File: config.mk
export PLATFORM = sky130hd
export DESIGN_NAME = ext_irq_source
export DESIGN_NICKNAME = d
export VERILOG_FILES = /design/src/rtl/ext_irq_source_pkg.sv /design/src/rtl/ext_irq_source_line_cell.sv /design/src/rtl/ext_irq_source.sv
export SDC_FILE = /design/constraint.sdc
export NUM_CORES = 1
export LEC_CHECK = 0
export ABC_AREA = 1
export ABC_CLOCK_PERIOD_IN_PS = 1170
export CAP_MARGIN = 30
export CORE_ASPECT_RATIO = 1.1
export CORE_MARGIN = 5
export CORE_UTILIZATION = 47
export CTS_CLUSTER_SIZE = 10
export DETAILED_ROUTE_END_ITERATION = 8
export GPL_TIMING_DRIVEN = 0
export PLACE_DENSITY = 0.74
export RECOVER_POWER = 25
export SLEW_MARGIN = 20
export SYNTH_ARGS = -nofsm -noshare
export SYNTH_HDL_FRONTEND = slang
export SYNTH_SLANG_ARGS = --single-unit
File: constraint.sdc
create_clock -name clk -period 1.17 [get_ports clk]
set_input_delay 0.234 -clock clk [delete_from_list [all_inputs] [get_ports clk]]
set_output_delay 0.234 -clock clk [all_outputs]
set_load 0.1 [all_outputs]
File: src/rtl/ext_irq_source_pkg.sv
// ext_irq_source_pkg: shared constants for the external interrupt source.
`default_nettype none

package ext_irq_source_pkg;

  localparam int N_IRQ_DEFAULT    = 16;
  localparam int MCA_BASE_DEFAULT = 7;
  localparam int MCA_WIDTH        = 23;

  localparam logic [1:0] SEL_MASK = 2'd0;
  localparam logic [1:0] SEL_EDGE = 2'd1;
  localparam logic [1:0] SEL_PEND = 2'd2;
  localparam logic [1:0] SEL_OVR  = 2'd3;

endpackage

`default_nettype wire

File: src/rtl/ext_irq_source_line_cell.sv
// irq_line_cell: one interrupt line -- synchronizer, rise detect, pending/overrun flags, ack pulse.
`default_nettype none

module irq_line_cell (
  input  logic clk,
  input  logic rst,
  input  logic irq_in,
  input  logic edge_mode,
  input  logic mask,
  input  logic ackv,
  input  logic pend_clr,
  input  logic ovr_clr,
  input  logic mode_drop,
  output logic pending,
  output logic overrun,
  output logic cause,
  output logic irq_ack
);

  logic sync1, sync2, sync3;
  logic rise;
  logic clr_any;
  logic pending_next;
  logic overrun_next;

  assign rise    = sync2 & ~sync3;
  assign clr_any = (edge_mode & ackv) | pend_clr;

  // A rise outranks ack/W1C so no edge is lost; leaving edge mode wins over everything.
  always_comb begin
    pending_next = pending;
    overrun_next = overrun;
    if (mode_drop) begin
      pending_next = 1'b0;
    end else if (edge_mode && rise) begin
      pending_next = 1'b1;
    end else if (clr_any) begin
      pending_next = 1'b0;
    end
    if (ovr_clr) begin
      overrun_next = 1'b0;
    end
    // A rise into an occurrence that is being consumed this cycle is not an overrun.
    if (!mode_drop && edge_mode && rise && pending && !clr_any) begin
      overrun_next = 1'b1;
    end
  end

  always_ff @(posedge clk or negedge rst) begin
    if (!rst) begin
      sync1   <= 1'b0;
      sync2   <= 1'b0;
      sync3   <= 1'b0;
      pending <= 1'b0;
      overrun <= 1'b0;
      irq_ack <= 1'b0;
    end else begin
      sync1   <= irq_in;
      sync2   <= sync1;
      sync3   <= sync2;
      pending <= pending_next;
      overrun <= overrun_next;
      irq_ack <= ackv;
    end
  end

  assign cause = (edge_mode ? pending : sync2) & mask;

endmodule

`default_nettype wire

File: src/rtl/ext_irq_source.sv
// ext_irq_source: collects device interrupt lines into ca[22:7] and acknowledges serviced lines.
`default_nettype none

module ext_irq_source
  import ext_irq_source_pkg::*;
#(
  parameter int N_IRQ    = N_IRQ_DEFAULT,
  parameter int MCA_BASE = MCA_BASE_DEFAULT
) (
  input  logic                 clk,
  input  logic                 rst,
  input  logic [N_IRQ-1:0]     irq_in,
  input  logic                 jisr,
  input  logic [MCA_WIDTH-1:0] mca,
  input  logic                 wr_en,
  input  logic [1:0]           reg_sel,
  input  logic [N_IRQ-1:0]     wr_data,
  output logic [N_IRQ-1:0]     rd_data,
  output logic [N_IRQ-1:0]     ca_part_1,
  output logic [N_IRQ-1:0]     irq_ack
);

  logic [N_IRQ-1:0] mask;
  logic [N_IRQ-1:0] edge_mode;
  logic [N_IRQ-1:0] pending;
  logic [N_IRQ-1:0] overrun;
  logic [N_IRQ-1:0] ackv;
  logic [N_IRQ-1:0] pend_clr;
  logic [N_IRQ-1:0] ovr_clr;
  logic [N_IRQ-1:0] mode_drop;
  logic             unused_mca;

  // Only the external slice of mca is consumed; the rest belongs to other sources.
  assign unused_mca = ^mca;
  assign ackv       = {N_IRQ{jisr}} & mca[MCA_BASE +: N_IRQ];
  assign pend_clr   = (wr_en && reg_sel == SEL_PEND) ? wr_data : '0;
  assign ovr_clr    = (wr_en && reg_sel == SEL_OVR)  ? wr_data : '0;
  assign mode_drop  = (wr_en && reg_sel == SEL_EDGE) ? (edge_mode & ~wr_data) : '0;

  always_ff @(posedge clk or negedge rst) begin
    if (!rst) begin
      mask      <= '0;
      edge_mode <= '0;
    end else if (wr_en) begin
      if (reg_sel == SEL_MASK) mask      <= wr_data;
      if (reg_sel == SEL_EDGE) edge_mode <= wr_data;
    end
  end

  always_comb begin
    rd_data = '0;
    case (reg_sel)
      SEL_MASK: rd_data = mask;
      SEL_EDGE: rd_data = edge_mode;
      SEL_PEND: rd_data = pending;
      SEL_OVR:  rd_data = overrun;
      default:  rd_data = '0;
    endcase
  end

  for (genvar i = 0; i < N_IRQ; i++) begin : g_line
    irq_line_cell u_cell (
      .clk       (clk),
      .rst       (rst),
      .irq_in    (irq_in[i]),
      .edge_mode (edge_mode[i]),
      .mask      (mask[i]),
      .ackv      (ackv[i]),
      .pend_clr  (pend_clr[i]),
      .ovr_clr   (ovr_clr[i]),
      .mode_drop (mode_drop[i]),
      .pending   (pending[i]),
      .overrun   (overrun[i]),
      .cause     (ca_part_1[i]),
      .irq_ack   (irq_ack[i])
    );
  end

endmodule

`default_nettype wire

Word level (Yosys, flattened, before mapping)
Cells that the tools add are included.
- reductions and logical operators: 150
- eq/ne operators: 3
- bitwise logic cells: 83
- multiplexer cells: 100
- operators with widths (cell ; number):
    $mux W1 ; 96
    $logic_and A1 B1 Y1 ; 83
    $pmux W16 S4 ; 1
    $and A1 B1 Y1 ; 48
    $mux W16 ; 3
    $reduce_bool A3 Y1 ; 16
    $and A16 B16 Y16 ; 2
    $logic_not A1 Y1 ; 32
    $reduce_bool A2 Y1 ; 16
    $not A1 Y1 ; 16
    $not A16 Y16 ; 1
    $or A1 B1 Y1 ; 16
    $eq A2 B2 Y1 const B ; 2
    $reduce_and A2 Y1 ; 2
    $eq A2 B1 Y1 const B ; 1
    $logic_not A2 Y1 ; 1
- bits in registers: 128
- output and inout bits: 48
- logic and storage cells: 434
- bits of input ports: 61

Depth between registers and ports, before layout
Gate-level depths: netlist (run 1).
- depth in word-level cells: 9
- gate-level depth with buffers: 7
- gate-level depth less buffers: 6

Hierarchy
Synthesis (run 1) repeated with hierarchy kept, for this count alone.
- cell total of the unflattened synthesis: 718
- area total of the unflattened synthesis: 5799.3 µm²
- by module, submodules not included (module ; cells an instance ; sequential area each (µm²) ; area each (µm²) ; times used):
    irq_line_cell ; 26 ; 150.1 ; 230.2 ; 16
    ext_irq_source ; 302 ; 800.8 ; 2115.8 ; 1

Worst setup path before layout (run 1)
OpenSTA, ideal clock, no wires.
- path type: input port to output port
- start point: in reg_sel[1]
- end point: out rd_data[10]
- slack: -0.685 ns
- stages: 6
- path buffers: 2
- arrival time: 1.621 ns
- required time: 0.936 ns
- cell sequence: buf_4 nand2_1 inv_2 buf_2 nand2_1 nand4_1
- longest elaborated chain between the ends: 2
- elaborated cells between the ends (all ways): 5
- those cells by class: 3 x eq/ne; 1 x mux; 1 x reduce/logical
- RTL lines (element ; line ; source):
    start: declaration ; ext_irq_source.sv:16 ; input logic [1:0] reg_sel,
    $eq A2 B2 Y1 (tied with other cells) ; ext_irq_source.sv:52 ; case (reg_sel)
    $pmux W16 S4 * ; ext_irq_source.sv:52 ;
    end: declaration ; ext_irq_source.sv:18 ; output logic [N_IRQ-1:0] rd_data,
Mark *: on every way between the ends. The rest lies on a longest branch, timed or not.

Final worst setup path (run 1)
- start point: reg edge_mode[0]
- end point: out rd_data[0]
- longest elaborated chain between the ends: 1
- RTL lines (element ; line ; source):
    start: declaration ; ext_irq_source.sv:24 ; logic [N_IRQ-1:0] edge_mode;
    start signal: assignment ; ext_irq_source.sv:46 ; if (reg_sel == SEL_EDGE) edge_mode <= wr_data;
    $pmux W16 S4 ; ext_irq_source.sv:52 ;
No other way between the ends.

==> metrics, run 1 <==
number of synthesized register bits=128; CP Capture Type=primary output; # IOs=109; cts bufs inserted=17; final clock skew=3.52 ps; largest net degree at the start of global routing=69; count of final hold-check violations=0; Tot GR Track Use=0.237; total of max-cap violations=0; layout cells sized above 1=0.267; DP Wirelength=10,600 um; Max VDD drop=1.19 mV; crit share post-route=1.41; Port Buf Inserts=100; initial drt markers=356; Final Core Density=0.698; worst skew pair latency=420 ps; TNS Setup=-16,240 ps; Synth cell types=19; Wirelength per Cell=16.6 um; Die X=116 um; top-area cell type share of the netlist area=0.554; actual slew at the worst max-slew pin=789 ps; drc violations=0; Leak Pwr=4.07 nW; worst slack, placed=-2180 ps; gr ovfl total=0; final setup fails=129; CP Data Arrival Time=1420 ps; number of global-route vias before repair=5,540; top-count cell post-synth=nand2_1; synthesized area per cell=8.18 um2; routed vias=5,340; Syn-to-layout area delta=45.2%; critical path required time=940 ps; met2 Usage GRT=0.392; Hold WC Path Type=in -> reg; clk slew on worst S/H paths=50 ps; min Tclk post-route=1650 ps; Pins Over Slew Limit=0; vias per cell=5.28; 1st-pass router iterations=5; relative slew slack=0.474; worst setup margin=-482 ps; post-synth top area cell=dfrtp_1; Final nets=910; failing checks=negative setup slack; Synth Instances=707; Hold WS=266 ps; number of diodes=0; Clock Path Buffers=2; Total Wirelength=16,800 um; Post-synth ARST share=1.00; Starting Density=0.480; CP Max Fanout=4; met3 Use GR=0.0634; largest cells by area after synthesis=dfrtp_1 55%, nand2_1 13%, nor2_1 7.3%; Most Crowded Layer GR=met2; Synth Warn #=0; Die Y=126 um; CTS tree=yes; Post-synth top cells=202 x nand2_1, 128 x dfrtp_1, 112 x nor2_1, 78 x inv_1, 37 x buf_4; clock sink count=128; P per Cell Area=1840 nW/um2; final antenna-violating net count=0; H-tree depth=4; number of flops mapped to enable cells by yosys=0; run status=finished with violations; met1 Use GR=0.287; Pwr Total=15.5 mW; Core ar.=12,000 um2; root buffer cell=clkbuf_16; Post-Syn Nets=768; Seq/Total Area, Yosys=0.554; Die ar.=14,600 um2; Std-Cell Rows=42; GP Congestion=0.867; predominant post-synthesis flop cell=dfrtp_1; Worst setup SP type=flop; CP Class=reg -> out; post-synthesis instance area=5780 um2; first-pass GRT wire length=26,700 um; antenna violations before repair=0; FMAX=0.605 GHz; RSZ-0062 raised after global routing=yes
## registers in the layout, summed over array words and instances, names as in the netlist
name,count
g_line.u_cell.pending,16
g_line.u_cell.overrun,16
g_line.u_cell.sync3,16
mask,16
g_line.u_cell.sync2,16
g_line.u_cell.sync1,16
g_line.u_cell.irq_ack,16
edge_mode,16
## report_power, final
part           leakage [nW]  total, mW  internal [mW]  switching, mW
clock                 0.253       4.69           2.94           1.75
combinational          2.29       5.19           1.91           3.28
sequential             1.53       5.58           5.05          0.522
total                  4.07       15.5           9.90           5.56
## kinds of logic after synthesis
kind of cell / count (synthesis) / synth area share
buffers and inverters: 134 / 0.113
AND/OR/NAND/NOR: 375 / 0.266
AO/OA/AOI/OAI: 70 / 0.0671
flip-flops: 128 / 0.554
## metal layers
layer  wire [um]  vias up  part of all wire
met4         550        0             0.033
met5           0        -                 0
met2        8550      256              0.51
met1        6370     2578              0.38
met3        1280       52             0.077
li1            -     2454                 -
## cells in the final DEF, fill, tap and decap left out, drive strengths merged
cell type | synthesis | layout
dfrtp | 128 | 128
a21oi | 16 | 16
o21ai | 54 | 54
nor3 | 4 | 4
clkdlybuf4s50 | 0 | 32
nand2 | 202 | 202
clkbuf | 5 | 34
inv | 82 | 82
buf | 47 | 119
nand4 | 28 | 28
nand3 | 27 | 27
nor2 | 114 | 114
dlygate4sd3 | 0 | 17
bufbuf | 0 | 1
## metrics by stage
stage	instance area, um2	instances
2_1_floorplan	5810	707
3_3_place_gp	7010	961
3_5_place_dp	7040	962
4_1_cts	8260	1014
5_1_grt	8400	1012
6_report	8400	1012
## path summary, 6_finish.rpt
check | endpoint | slack [ps] | start | depth (start not counted)
max | rd_data[0] | -480 | edge_mode[0]$_DFFE_PN0P_ | 4
min | mask[1]$_DFFE_PN0P_ | 270 | wr_en | 4
max reg2reg | g_line[3].u_cell.pending$_DFFE_PN0P_ | -10 | edge_mode[3]$_DFFE_PN0P_ | 7
min reg2reg | g_line[11].u_cell.sync2$_DFF_PN0_ | 350 | g_line[11].u_cell.sync1$_DFF_PN0_ | 0
max in group asynchronous | edge_mode[7]$_DFFE_PN0P_ | -80 | rst | 3
min in group asynchronous | g_line[0].u_cell.irq_ack$_DFF_PN0_ | 430 | rst | 2
## layout make-up
class / instances / area, um2
tap: 154 / 193
inverter: 82 / 320
clock buffer: 28 / 517
fill: 876 / 3640
sequential: 128 / 3210
buffer: 26 / 223
multi-input combinational: 445 / 2100
timing repair buffer: 149 / 1830
## timing repair
item,in CTS,in global routing
hold buffers,1,0
pin swaps,56,26
resized for setup,488,66
endpoints found under the setup margin,128,70
buffers inserted,50,5
gates cloned,1,0
hold endpoints to repair,60,0
## critical path: stages (launching register included)
cell	delay [ps]
dfrtp_1	430
buf_6	150
nand2_2	50
nand4_1	140
buf_8	220
No activity file was read; power rests on OpenSTA's default activity.
==> run 2, diff against run 1 <==
--- a/config.mk
+++ b/config.mk
@@ -11,6 +11,7 @@
 export CORE_ASPECT_RATIO = 1.1
 export CORE_MARGIN = 5
 export CORE_UTILIZATION = 47
+export CTS_CLUSTER_DIAMETER = 30
 export CTS_CLUSTER_SIZE = 10
 export DETAILED_ROUTE_END_ITERATION = 8
 export GPL_TIMING_DRIVEN = 0
==> results of run 2 <==
No change in the layout: final DEF, timing and power equal those of run 1.
==> run 3, diff against run 2 <==
--- a/config.mk
+++ b/config.mk
@@ -15,7 +15,7 @@
 export CTS_CLUSTER_SIZE = 10
 export DETAILED_ROUTE_END_ITERATION = 8
 export GPL_TIMING_DRIVEN = 0
-export PLACE_DENSITY = 0.74
+export PLACE_DENSITY_LB_ADDON = 0.25
 export RECOVER_POWER = 25
 export SLEW_MARGIN = 20
 export SYNTH_ARGS = -nofsm -noshare
==> metrics, run 3 (synthesis results as in run 1) <==
Worst setup SP type=flop (unchanged); crit-path cells=inv_2 > nor2_2 > nor2_2 > buf_4 > buf_12 (was buf_6 > nand2_2 > nand4_1 > buf_8); largest net degree at the start of global routing=78 (was 69); RSZ-0062 raised after global routing=yes (unchanged); Core ar.=12,000 um2 (unchanged); root buffer cell=clkbuf_16 (unchanged); crit share post-route=1.40 (was 1.41); worst setup margin=-474 ps (was -482 ps); CP Class=reg -> out (unchanged); failing checks=negative setup slack (unchanged); most common cell after layout, fill and taps aside=nand2_1 (unchanged); Wirelength per Cell=16.9 um (was 16.6 um); Final nets=913 (was 910); Die X=116 um (unchanged); Max VDD drop=1.55 mV (was 1.19 mV); Clock Path Buffers=2 (unchanged); cell family with most CP delay=flip-flops (unchanged); antenna violations before repair=0 (unchanged); Max stage delay on crit path=440 ps (was 430 ps); gr ovfl total=0 (unchanged); min Tclk post-route=1640 ps (was 1650 ps); count of final hold-check violations=0 (unchanged); power share of the sequential group=0.337 (was 0.361); H-tree depth=4 (unchanged); critical path's slowest cell=dfrtp_2 (was dfrtp_1); 1st-pass router iterations=5 (unchanged); relative slew slack=0.473 (was 0.474); R2R Setup Slk=-180 ps (was -10 ps); Die Y=126 um (unchanged); final setup fails=102 (was 129); worst skew pair latency=420 ps (about the same); P per Cell Area=1930 nW/um2 (was 1840 nW/um2); CP Capture Type=primary output (unchanged); Int Pwr=10.9 mW (was 9.90 mW); Std-Cell Rows=42 (unchanged); initial drt markers=445 (was 356); number of diodes=0 (unchanged); Leak Pwr=4.15 nW (was 4.07 nW); CP Data Arrival Time=1410 ps (was 1420 ps); critical path required time=940 ps (about the same); GP Congestion=0.870 (was 0.867); Die ar.=14,600 um2 (unchanged); Pins Over Slew Limit=0 (unchanged); routed vias=5,339 (was 5,340); Syn-to-layout area delta=48.2% (was 45.2%); # IOs=109 (unchanged); clock sink count=128 (unchanged); Starting Density=0.480 (unchanged); cts bufs inserted=17 (unchanged); first-pass GRT wire length=27,200 um (was 26,700 um); Worst Path Buf+Inv=3 (was 2); final antenna-violating net count=0 (unchanged); Total Wirelength=17,300 um (was 16,800 um); FMAX=0.608 GHz (was 0.605 GHz); TNS Setup=-17,380 ps (was -16,240 ps); most used cell along the critical path=nor2_2; run status=finished with violations (unchanged); layout cells sized above 1=0.280 (was 0.267); fin area=8570 um2 (was 8400 um2); Port Buf Inserts=100 (unchanged); clk slew on worst S/H paths=60 ps (was 50 ps); vias per cell=5.24 (was 5.28); Tot GR Track Use=0.243 (was 0.237); number of global-route vias before repair=5,513 (was 5,540); DP Wirelength=10,400 um (was 10,600 um); sw power=5.68 mW (was 5.56 mW); actual slew at the worst max-slew pin=791 ps (was 789 ps); CP Max Fanout=5 (was 4); total of max-cap violations=0 (unchanged); final clock skew=5.64 ps (was 3.52 ps); Sw Share=0.343 (was 0.359); drc violations=0 (unchanged); combinational share of power=0.315 (was 0.336); most frequent cells in the layout=189 x nand2_1, 120 x dfrtp_1, 87 x nor2_1 (was 191 x nand2_1, 122 x dfrtp_1, 82 x nor2_1); CTS tree=yes (unchanged); DP Area=7040 um2 (unchanged); Clock power frac=0.348 (was 0.303); Hold WC Path Type=in -> reg (unchanged)
## run 3: cell types whose count changed in the layout (fill, tap and decap cells not counted), sizes merged
cell | previous run | this run
clkinv | 0 | 4
clkinvlp | 0 | 2
buf | 119 | 120
bufinv | 0 | 5
clkbuf | 34 | 29
## run 3: area by class of cell
| cell class | instances | area, um2 |
|---|---|---|
| Inverter | 82 | 323 |
| Fill cell | 867 | 3460 |
| Buffer | 32 | 264 |
| Multi-Input combinational cell | 445 | 2100 |
| Timing Repair Buffer | 146 | 1830 |
| Clock inverter | 11 | 185 |
| Clock buffer | 21 | 460 |
| Sequential cell | 128 | 3210 |
| Tap cell | 154 | 193 |
## run 3: path summary, 6_finish.rpt
kind / endpoint / cells past startpoint / start
min in group asynchronous: g_line[5].u_cell.sync1$_DFF_PN0_ / 2 / rst
max reg2reg: g_line[0].u_cell.overrun$_DFFE_PN0P_ / 10 / edge_mode[0]$_DFFE_PN0P_
max in group asynchronous: g_line[15].u_cell.sync2$_DFF_PN0_ / 3 / rst
min: g_line[9].u_cell.pending$_DFFE_PN0P_ / 4 / wr_en
min reg2reg: g_line[11].u_cell.sync2$_DFF_PN0_ / 0 / g_line[11].u_cell.sync1$_DFF_PN0_
max: ca_part_1[12] / 5 / edge_mode[12]$_DFFE_PN0P_
## run 3: layer usage
metal	track usage	vias to the layer above	share of wire
li1	-	2476	-
met1	0.302	2630	0.38
met2	0.403	206	0.53
met3	0.0557	27	0.070
met4	0.107	0	0.019
met5	0	-	0
## run 3: through the flow
step / hold WS (ps) / utilization / setup WS [ps] / power [mW] / cells
2_1_floorplan: -61.6 / - / -612 / 8.60 / 707
3_3_place_gp: 332 / 0.582 / -5160 / 9.64 / 961
3_5_place_dp: 176 / 0.585 / -2200 / 9.76 / 962
4_1_cts: 235 / 0.700 / -506 / 16.4 / 1017
5_1_grt: 260 / 0.712 / -535 / 17.2 / 1019
6_report: 260 / 0.712 / -474 / 16.6 / 1019
## run 3: power groups by stage
stage / Combinational (mW) / Clock [mW] / Sequential, mW
6_report: 5.21 / 5.75 / 5.58
5_1_grt: 5.55 / 6.02 / 5.65
4_1_cts: 5.08 / 5.81 / 5.51
3_3_place_gp: 4.12 / 0 / 5.52
2_1_floorplan: 3.18 / 0 / 5.42
3_5_place_dp: 4.20 / 0 / 5.55
## run 3: worst reg2reg max path, stage by stage (launching register included)
cell and delay, ps:
dfrtp_2 420, inv_2 80, buf_6 110, buf_6 100
buf_6 110, buf_6 120, nor2_4 80, nand2_2 60
nor2_2 110, nand2_1 60, nand2_1 50
## run 3: what timing repair did
item / CTS / global route
setup buffers: 47 / 9
endpoints found under the hold margin: 51 / 0
cloned: 1 / 2
hold buffers: 1 / 0
gates resized for setup: 499 / 59
pin swaps: 55 / 28
endpoints found under the setup margin: 128 / 154
